--- src/rtl/axi4s_packet_fifo.sv ---
// AXI4-Stream FIFO with registered master side, runtime cut-through / store-and-forward
// selection, fill level, almost-full flag and an oversize escape for packets larger than storage.
module axi4s_packet_fifo #(
    parameter int DATA_W    = 32,
    parameter int USER_W    = 1,
    parameter int DEPTH     = 16,
    parameter int AF_THRESH = 12
) (
    input  logic                       aclk,
    input  logic                       aresetn,
    input  logic                       i_pkt_mode,
    input  logic                       s_tvalid,
    output logic                       s_tready,
    input  logic [DATA_W-1:0]          s_tdata,
    input  logic [DATA_W/8-1:0]        s_tkeep,
    input  logic                       s_tlast,
    input  logic [USER_W-1:0]          s_tuser,
    output logic                       m_tvalid,
    input  logic                       m_tready,
    output logic [DATA_W-1:0]          m_tdata,
    output logic [DATA_W/8-1:0]        m_tkeep,
    output logic                       m_tlast,
    output logic [USER_W-1:0]          m_tuser,
    output logic [$clog2(DEPTH):0]     o_level,
    output logic                       o_almost_full,
    output logic                       o_oversize
);
    localparam int ADDR_W = $clog2(DEPTH);
    localparam int KEEP_W = DATA_W / 8;
    localparam int ENT_W  = DATA_W + KEEP_W + 1 + USER_W;

    typedef logic [ADDR_W:0] ptr_t;

    logic [ENT_W-1:0] mem [DEPTH];
    logic [ENT_W-1:0] rd_ent;
    ptr_t             wr_ptr, cm_ptr, rd_ptr;
    ptr_t             wr_nxt, rd_nxt, lvl_nxt;
    logic             push, pop, full, ovs, ovr;

    assign o_level       = wr_ptr - rd_ptr;
    assign full          = (o_level == ptr_t'(DEPTH));
    assign o_almost_full = (o_level >= ptr_t'(AF_THRESH));
    assign push          = s_tvalid && s_tready;
    assign pop           = (!m_tvalid || m_tready) && (rd_ptr != cm_ptr);
    // Storage filled by a single uncommitted packet: release it or the FIFO deadlocks.
    assign ovs           = i_pkt_mode && full && (cm_ptr == rd_ptr) && !ovr;
    assign wr_nxt        = wr_ptr + ptr_t'(push);
    assign rd_nxt        = rd_ptr + ptr_t'(pop);
    assign lvl_nxt       = wr_nxt - rd_nxt;
    assign rd_ent        = mem[rd_ptr[ADDR_W-1:0]];

    always_ff @(posedge aclk) begin
        if (push)
            mem[wr_ptr[ADDR_W-1:0]] <= {s_tdata, s_tkeep, s_tlast, s_tuser};
    end

    always_ff @(posedge aclk or negedge aresetn) begin
        if (!aresetn) begin
            wr_ptr     <= '0;
            cm_ptr     <= '0;
            rd_ptr     <= '0;
            s_tready   <= 1'b0;
            ovr        <= 1'b0;
            o_oversize <= 1'b0;
        end else begin
            wr_ptr     <= wr_nxt;
            rd_ptr     <= rd_nxt;
            s_tready   <= (lvl_nxt != ptr_t'(DEPTH));
            o_oversize <= ovs;
            // Commit includes this cycle's beat so cut-through latency stays at one edge.
            if (!i_pkt_mode || ovr || ovs || (push && s_tlast))
                cm_ptr <= wr_nxt;
            if (push && s_tlast)
                ovr <= 1'b0;
            else if (ovs)
                ovr <= 1'b1;
        end
    end

    always_ff @(posedge aclk or negedge aresetn) begin
        if (!aresetn) begin
            m_tvalid <= 1'b0;
            m_tdata  <= '0;
            m_tkeep  <= '0;
            m_tlast  <= 1'b0;
            m_tuser  <= '0;
        end else if (pop) begin
            m_tvalid <= 1'b1;
            {m_tdata, m_tkeep, m_tlast, m_tuser} <= rd_ent;
        end else if (m_tready) begin
            m_tvalid <= 1'b0;
        end
    end

    mode_change_when_empty: assert property (
        @(posedge aclk) disable iff (!aresetn) !$stable(i_pkt_mode) |-> (o_level == '0));

endmodule
--- config.mk ---
export PLATFORM = sky130hd
export DESIGN_NAME = axi4s_packet_fifo
export DESIGN_NICKNAME = d
export VERILOG_FILES = /design/src/rtl/axi4s_packet_fifo.sv
export SDC_FILE = /design/constraint.sdc
export NUM_CORES = 1
export LEC_CHECK = 0
export BUFFER_PORTS_ARGS = -buffer_cell sky130_fd_sc_hd__buf_2
export CAP_MARGIN = 10
export CORE_ASPECT_RATIO = 0.8
export CORE_MARGIN = 1
export CORE_UTILIZATION = 45
export CTS_CLUSTER_DIAMETER = 120
export DETAILED_ROUTE_END_ITERATION = 7
export GPL_TIMING_DRIVEN = 0
export PLACE_DENSITY = 0.61
export SYNTH_ARGS = -nofsm -noshare
export SYNTH_HDL_FRONTEND = slang
export SYNTH_SLANG_ARGS = --single-unit
--- constraint.sdc ---
create_clock -name aclk -period 8.7 [get_ports aclk]
set_input_delay 1.305 -clock aclk [delete_from_list [all_inputs] [get_ports aclk]]
set_output_delay 1.305 -clock aclk [all_outputs]
set_load 0.02 [all_outputs]
==> results of run 1 <==
-- cells by family (layout without fill, tap and decap cells) --
| logic type | after synthesis | in the layout | share of synthesized area |
|---|---|---|---|
| flops | 665 | 665 | 0.778 |
| fa+ha+maj | 12 | 12 | 0.00623 |
| buf+inv | 72 | 324 | 0.0146 |
| xor+xnor | 18 | 18 | 0.00623 |
| compound gates | 87 | 87 | 0.0256 |
| other cells | 0 | 2 | 0 |
| simple gates | 93 | 93 | 0.0154 |
| mux | 195 | 195 | 0.154 |
-- worst max-delay path, cell delays in order (launching register included) --
cell and delay, ns:
sky130_fd_sc_hd__dfrtp_1 0.46, sky130_fd_sc_hd__buf_2 0.43, sky130_fd_sc_hd__clkbuf_1 0.90, sky130_fd_sc_hd__inv_2 0.04, sky130_fd_sc_hd__ha_1 0.37, sky130_fd_sc_hd__a21oi_1 0.17, sky130_fd_sc_hd__nand2_1 0.08, sky130_fd_sc_hd__xnor2_1 0.25
sky130_fd_sc_hd__inv_1 0.10, sky130_fd_sc_hd__a21o_1 0.16, sky130_fd_sc_hd__buf_2 0.15
-- layer usage --
layer / up-vias / part of all wire / global-route usage
met5: - / 0.00050 / 0
met4: 4 / 0.015 / 0.0475
met3: 78 / 0.067 / 0.0439
met2: 396 / 0.48 / 0.318
met1: 6531 / 0.44 / 0.295
li1: 5170 / - / -
-- registers in the layout, indices dropped and copies added, names as in the netlist --
| register | flops |
|---|---|
| mem | 608 |
| m_tdata | 32 |
| cm_ptr | 5 |
| rd_ptr | 5 |
| wr_ptr | 5 |
| m_tkeep | 4 |
| m_tlast | 1 |
| m_tuser | 1 |
| m_tvalid | 1 |
| o_oversize | 1 |
| ovr | 1 |
| s_tready | 1 |
-- cell type report --
class | count | area (sq um) | share of cell area
clock inverters | 24 | 196 | 0.00662
repair buffers | 130 | 1180 | 0.0399
inverters | 16 | 60.1 | 0.00203
flip-flops and latches | 665 | 19700 | 0.664
well taps | 750 | 938 | 0.0316
plain buffers | 56 | 310 | 0.0105
diodes | 2 | 5.00 | 0.000169
multi-input cells | 405 | 5370 | 0.181
clock buffers | 98 | 1910 | 0.0643
-- worst max-delay path by stage --
stage	to	from
after global routing	o_almost_full	rd_ptr[2]
after floorplan	mem[0][0]	s_tvalid
final	o_almost_full	rd_ptr[2]
after global placement	mem[0][13]	s_tvalid
after detailed placement	s_tready	m_tready
after CTS	o_almost_full	rd_ptr[2]
-- where the power goes --
group	total, mW	internal [mW]	switching, mW
combinational	3.31	1.42	1.90
sequential	4.07	3.93	0.142
clock	2.78	1.59	1.19
total	10.2	6.94	3.22
-- cell usage after synthesis (5+ instances only) --
cell type / number / area share
sky130_fd_sc_hd__mux4_2: 152 / 0.14
sky130_fd_sc_hd__nor3_1: 5 / 0.00099
sky130_fd_sc_hd__xnor2_1: 14 / 0.0048
sky130_fd_sc_hd__buf_6: 8 / 0.0036
sky130_fd_sc_hd__inv_1: 12 / 0.0018
sky130_fd_sc_hd__ha_1: 11 / 0.0054
sky130_fd_sc_hd__nand3_1: 7 / 0.0014
sky130_fd_sc_hd__a22oi_1: 76 / 0.023
sky130_fd_sc_hd__edfxtp_1: 608 / 0.72
sky130_fd_sc_hd__nor2_1: 23 / 0.0034
sky130_fd_sc_hd__mux2_1: 5 / 0.0022
sky130_fd_sc_hd__dfrtp_1: 57 / 0.056
sky130_fd_sc_hd__clkbuf_1: 29 / 0.0043
sky130_fd_sc_hd__mux2_2: 38 / 0.017
sky130_fd_sc_hd__nand2_1: 49 / 0.0073
sky130_fd_sc_hd__buf_1: 5 / 0.00074
sky130_fd_sc_hd__buf_2: 11 / 0.0022
==> results.rst, run 1 <==
.. list-table::
   :header-rows: 1

   * - Metric
     - Value
   * - Worst min-delay path class
     - flop to flop
   * - Number of global-route vias before repair
     - 12.5k
   * - Run status
     - finished, final reports clean
   * - Setup WS post-layout
     - 3.68 ns
   * - Required time reported for the critical path endpoint
     - 7.39 ns
   * - Depth of the CTS H-tree
     - 3
   * - X dimension of the die
     - 267 um
   * - Final ANT Viol Nets
     - 0
   * - Clock-pin transition on the worst setup and hold timing paths
     - 0.06 ns
   * - Clock tree from TritonCTS
     - built
   * - Hold buffer count at cts
     - 0
   * - Number of optimization iterations in the first detailed-route pass
     - 4
   * - Kind of launch point of the worst setup path
     - flop
   * - Fraction of registers with async set/reset
     - 0.0857
   * - Post-route setup TNS
     - 0 ns
   * - Via density
     - 5.68
   * - EDFF count, synth
     - 608
   * - Overall die area
     - 0.0572 sq mm
   * - Hold Crit Depth
     - 1
   * - Synthesis-to-layout area growth
     - 17.2%
   * - Final cell count without fillers
     - 2146
   * - Relative slew margins
     - 0.232
   * - Routability-driven placement congestion ratio
     - 0.734
   * - Share of final-layout standard cells stronger than drive strength 1
     - 0.331
   * - Fillcell total
     - 4246
   * - Overall routing resource usage
     - 0.204
   * - WL final
     - 56500 um
   * - Commonest non-fill, non-tap cell in the layout
     - sky130_fd_sc_hd__edfxtp_1
   * - Avg Synthesized Cell Area
     - 22.2 sq um
   * - Number of endpoints with negative hold slack in the final report
     - 0
   * - Number of max-cap violations
     - 0
   * - Slew at the pin closest to its max-slew limit
     - 1.15 ns
   * - Final design area excluding fillers
     - 0.0297 sq mm
   * - Data arrival time of the worst path
     - 3.72 ns
   * - Post-Synthesis Cell Area
     - 0.0253 sq mm
   * - Leakage dissipation
     - 9.88 nW
   * - Final setup skew
     - 0.0226 ns
   * - Final Power
     - 10.2 mW
   * - Portion of the post-synthesis area used by sequential elements
     - 0.778
   * - Total clock sinks
     - 665
   * - Worst reg2reg startpoint
     - rd_ptr[0]
   * - Number of buffers on the longest clock path
     - 3
   * - Gate count of the mapped netlist
     - 1142
   * - Maximum number of pins on one net before global-route repair
     - 38
   * - Clk_lat worst skew
     - 0.61 ns
   * - Reg2Reg Setup Slack
     - 4.65 ns
   * - Final slew viol count
     - 0
   * - Minimum period implied by the final worst setup slack
     - 5.02 ns
   * - Core box area
     - 0.0554 sq mm
   * - Top library cells by usage in the layout, fill and taps aside
     - sky130_fd_sc_hd__edfxtp_1 (608), sky130_fd_sc_hd__mux4_2 (152), sky130_fd_sc_hd__buf_2 (99), sky130_fd_sc_hd__a22oi_1 (76), sky130_fd_sc_hd__clkbuf_16 (68)
   * - Largest vdd supply drop
     - 217 uV
   * - CTS Root Cell
     - sky130_fd_sc_hd__clkbuf_16
   * - Final core occ
     - 0.535
   * - Average routed wire per standard cell
     - 26.3 um
   * - Reg-to-reg critical path endpoint
     - s_tready
   * - Initial Utilization
     - 0.457
   * - Setup bufs post-CTS
     - 0
   * - Vertical extent of the die
     - 214 um
   * - Dominant synthesized flop cell
     - sky130_fd_sc_hd__edfxtp_1
   * - Cell count of the worst reg-to-reg path
     - 16
   * - Leftover overflow at the end of global routing
     - 0
   * - End point of the worst hold path
     - ovr
   * - Peak Freq
     - 0.199 GHz
   * - Number of antenna violations at the first check in global routing
     - 3
   * - Area after DPL
     - 0.0275 sq mm
   * - Net count after synthesis
     - 1197
   * - Final Hold Slack
     - 0.491 ns
   * - Number of design rule violations left after detail routing
     - 0
   * - Std-Cell Rows
     - 77
   * - TritonCTS Buffers
     - 67
   * - Cell count after placement
     - 2022
   * - RSZ-0062 raised after global routing
     - no
   * - Wire length of the first global-routing pass
     - 83900 um
   * - Setup violations, final
     - 0
   * - Final Net Count
     - 1396
   * - Largest fanout of any net on the critical path
     - 10
   * - Number of warnings reported in the yosys synthesis log
     - 0
   * - Total number of vias
     - 12.2k
   * - Number of DRC markers in iteration 0
     - 1205
   * - Share of the cycle needed by the critical path after routing
     - 0.578
   * - Register bit total from synthesis
     - 665
   * - Hold path startpoint
     - ovr
   * - Post-detail-place hpwl
     - 36300 um
   * - Number of resized instances in the post-cts repair step
     - 0
   * - Power Dens Cells
     - 343 mW/mm^2
   * - Worst Setup End Kind
     - primary output
   * - Post-synthesis cell type count
     - 36
   * - Category of the most critical setup path
     - flop to primary output
   * - Count of port buffers added during placement
     - 89
   * - Number of top-level design ports
     - 90
   * - Post-placement setup slack
     - 4.16 ns
No activity file was read; power rests on OpenSTA's default activity.
==> run 2: changes to the inputs <==
PLACE_DENSITY = 0.63   (was 0.61)
clock period = 4.59 ns   (was 8.7 ns; I/O delays follow)
==> run 2 against run 1 <==
Compared with the run above: sequential power grew 90%; combinational power grew 89%; via count grew 0.17%; final cell count is the same; first-iteration DRC count shrank 8.0%; register-to-register slack lost 3.8 ns; clock power grew 90%; wire length shrank 1.4%; non-clock buffer count is the same; global-route usage shrank 0.26 points; total power grew 90%; critical endpoint unchanged.
==> results.rst, run 2 (same netlist as run 1, synthesis figures left out) <==
.. list-table::
   :header-rows: 1

   * - Metric
     - Value
   * - Run status
     - finished, final reports clean
   * - Clock-pin transition on the worst setup and hold timing paths
     - 0.06 ns (about the same)
   * - Fillcell total
     - 4229 (-0.40%)
   * - Top library cells by usage in the layout, fill and taps aside
     - sky130_fd_sc_hd__edfxtp_1 (608), sky130_fd_sc_hd__mux4_2 (152), sky130_fd_sc_hd__buf_2 (99), sky130_fd_sc_hd__a22oi_1 (76), sky130_fd_sc_hd__clkbuf_16 (68)
   * - Relative slew margins
     - 0.309 (+0.0773)
   * - Required time reported for the critical path endpoint
     - 3.90 ns (-3.49 ns)
   * - Final design area excluding fillers
     - 0.0297 sq mm (about the same)
   * - Largest vdd supply drop
     - 353 uV (+62%)
   * - Max FFs per register
     - 608 (unchanged)
   * - Number of endpoints with negative hold slack in the final report
     - 0 (unchanged)
   * - Final Net Count
     - 1396 (unchanged)
   * - Setup WS post-layout
     - 0.243 ns (-3.43 ns)
   * - Number of top-level design ports
     - 90 (unchanged)
   * - Synthesis-to-layout area growth
     - 17.2% (about the same)
   * - Share of final-layout standard cells stronger than drive strength 1
     - 0.326 (-0.00477)
   * - Hold buffer count at cts
     - 1 (+1)
   * - Hold path startpoint
     - m_tready
   * - Number of antenna violations at the first check in global routing
     - 0 (-3)
   * - Total clock sinks
     - 665 (unchanged)
   * - Worst reg2reg startpoint
     - rd_ptr[0]
   * - Final setup skew
     - 0.0179 ns (-0.00465 ns)
   * - WL final
     - 55700 um (-1.4%)
   * - Area after DPL
     - 0.0276 sq mm (about the same)
   * - Setup violations, final
     - 0 (unchanged)
   * - Vertical extent of the die
     - 214 um (unchanged)
   * - Leakage dissipation
     - 9.87 nW (about the same)
   * - Cell count after placement
     - 2021 (-0.049%)
   * - Leftover overflow at the end of global routing
     - 0 (unchanged)
   * - Count of port buffers added during placement
     - 89 (unchanged)
   * - RSZ-0062 raised after global routing
     - no
   * - Std-Cell Rows
     - 77 (unchanged)
   * - CTS Root Cell
     - sky130_fd_sc_hd__clkbuf_16
   * - Post-placement setup slack
     - 0.793 ns (-3.36 ns)
   * - Critical Path Start
     - rd_ptr[2]
   * - Number of design rule violations left after detail routing
     - 0 (unchanged)
   * - Category of the most critical setup path
     - flop to primary output
   * - Clock tree from TritonCTS
     - built
   * - Depth of the CTS H-tree
     - 3 (unchanged)
   * - Number of global-route vias before repair
     - 12.6k (+0.69%)
   * - X dimension of the die
     - 267 um (unchanged)
   * - Wire length of the first global-routing pass
     - 83100 um (-0.98%)
   * - Final cell count without fillers
     - 2146 (unchanged)
   * - Overall routing resource usage
     - 0.201 (-0.00262)
   * - Final ANT Viol Nets
     - 0 (unchanged)
   * - Share of the cycle needed by the critical path after routing
     - 0.947
   * - Number of optimization iterations in the first detailed-route pass
     - 5 (+1)
   * - Minimum period implied by the final worst setup slack
     - 4.35 ns
   * - Number of buffers on the longest clock path
     - 3 (unchanged)
   * - Commonest non-fill, non-tap cell in the layout
     - sky130_fd_sc_hd__edfxtp_1
   * - Final slew viol count
     - 0 (unchanged)
   * - Largest fanout of any net on the critical path
     - 10 (unchanged)
   * - Post-detail-place hpwl
     - 35800 um (-1.4%)
   * - Total number of vias
     - 12.2k (+0.17%)
   * - Initial Utilization
     - 0.457 (unchanged)
   * - Worst min-delay path class
     - input pin to flop
   * - Via density
     - 5.68 (+0.17%)
   * - Average routed wire per standard cell
     - 26.0 um (-1.4%)
   * - Core box area
     - 0.0554 sq mm (unchanged)
   * - Power Dens Cells
     - 650 mW/mm^2 (+90%)
   * - Data arrival time of the worst path
     - 3.66 ns (-0.06 ns)
   * - Number of DRC markers in iteration 0
     - 1108 (-8.0%)
   * - Slew at the pin closest to its max-slew limit
     - 1.03 ns (-0.122 ns)
   * - Overall die area
     - 0.0572 sq mm (unchanged)
   * - Final Power
     - 19.3 mW (+90%)
   * - Number of resized instances in the post-cts repair step
     - 0 (unchanged)
   * - Peak Freq
     - 0.230 GHz
   * - Kind of launch point of the worst setup path
     - flop
   * - Setup bufs post-CTS
     - 0 (unchanged)
   * - Routability-driven placement congestion ratio
     - 0.727 (-0.94%)
   * - Maximum number of pins on one net before global-route repair
     - 51 (+34%)
   * - Final Hold Slack
     - 0.283 ns (-0.209 ns)
   * - Number of max-cap violations
     - 0 (unchanged)
   * - Clk_lat worst skew
     - 0.60 ns (about the same)
   * - Worst Setup End Kind
     - primary output
   * - TritonCTS Buffers
     - 67 (unchanged)
   * - Reg2Reg Setup Slack
     - 0.82 ns (-3.83 ns)
   * - Number of diodes
     - 0 (-2)
[run 2: cell count changes in the layout (fill, tap and decap cells not counted), moves of 2 or more]
| cell | before | now |
|---|---|---|
| sky130_fd_sc_hd__buf_12 | 8 | 6 |
| sky130_fd_sc_hd__buf_16 | 13 | 15 |
| sky130_fd_sc_hd__buf_6 | 26 | 24 |
| sky130_fd_sc_hd__bufinv_16 | 2 | 4 |
| sky130_fd_sc_hd__clkbuf_1 | 49 | 55 |
| sky130_fd_sc_hd__clkbuf_8 | 9 | 3 |
| sky130_fd_sc_hd__clkinv_2 | 11 | 8 |
| sky130_fd_sc_hd__clkinv_4 | 0 | 2 |
| sky130_fd_sc_hd__diode_2 | 2 | 0 |
[run 2: layout make-up]
cell class	count	area [sq um]	area share
inverter	16	60.1	0.00202
sequential	665	19700	0.663
clock inverter	27	275	0.00927
clock buffer	97	1840	0.0620
timing repair buffer	130	1200	0.0405
tap	750	938	0.0316
buffer	56	310	0.0105
multi-input combinational	405	5370	0.181
[run 2: layer usage]
| metal | vias to the layer above | share of wire | GRT usage |
|---|---|---|---|
| met5 | - | 0 | 0 |
| met4 | 0 | 0.021 | 0.0538 |
| met3 | 87 | 0.063 | 0.0396 |
| met2 | 417 | 0.48 | 0.308 |
| met1 | 6512 | 0.44 | 0.297 |
| li1 | 5184 | - | - |
[run 2: final timing paths]
| check | depth (start not counted) | endpoint |
|---|---|---|
| min reg2reg | 1 | ovr |
| min in group asynchronous | 2 | m_tdata[11] |
| max in group asynchronous | 3 | m_tdata[25] |
| max reg2reg | 16 | s_tready |
| min | 2 | m_tvalid |
| max | 10 | o_almost_full |
[run 2: power breakdown]
| group | total, mW | internal [mW] | switching, mW |
|---|---|---|---|
| Sequential | 7.73 | 7.45 | 0.279 |
| Clock | 5.29 | 3.04 | 2.25 |
| Combinational | 6.26 | 2.68 | 3.58 |
| Total | 19.3 | 13.2 | 6.10 |
[run 2: stage by stage]
step	utilization	setup TNS, ns
2_1_floorplan	-	0
3_3_place_gp	0.482	-690.93
3_5_place_dp	0.497	0
4_1_cts	0.536	0
5_1_grt	0.536	0
6_report	0.536	0
[run 2: worst max-delay path, stage by stage, from the launching register on]
cell and delay, ns:
sky130_fd_sc_hd__dfrtp_1 0.46, sky130_fd_sc_hd__buf_2 0.44, sky130_fd_sc_hd__clkbuf_1 0.80, sky130_fd_sc_hd__inv_2 0.05, sky130_fd_sc_hd__ha_1 0.37, sky130_fd_sc_hd__a21oi_1 0.15
sky130_fd_sc_hd__nand2_1 0.08, sky130_fd_sc_hd__xnor2_1 0.30, sky130_fd_sc_hd__inv_1 0.11, sky130_fd_sc_hd__a21o_1 0.16, sky130_fd_sc_hd__buf_2 0.15
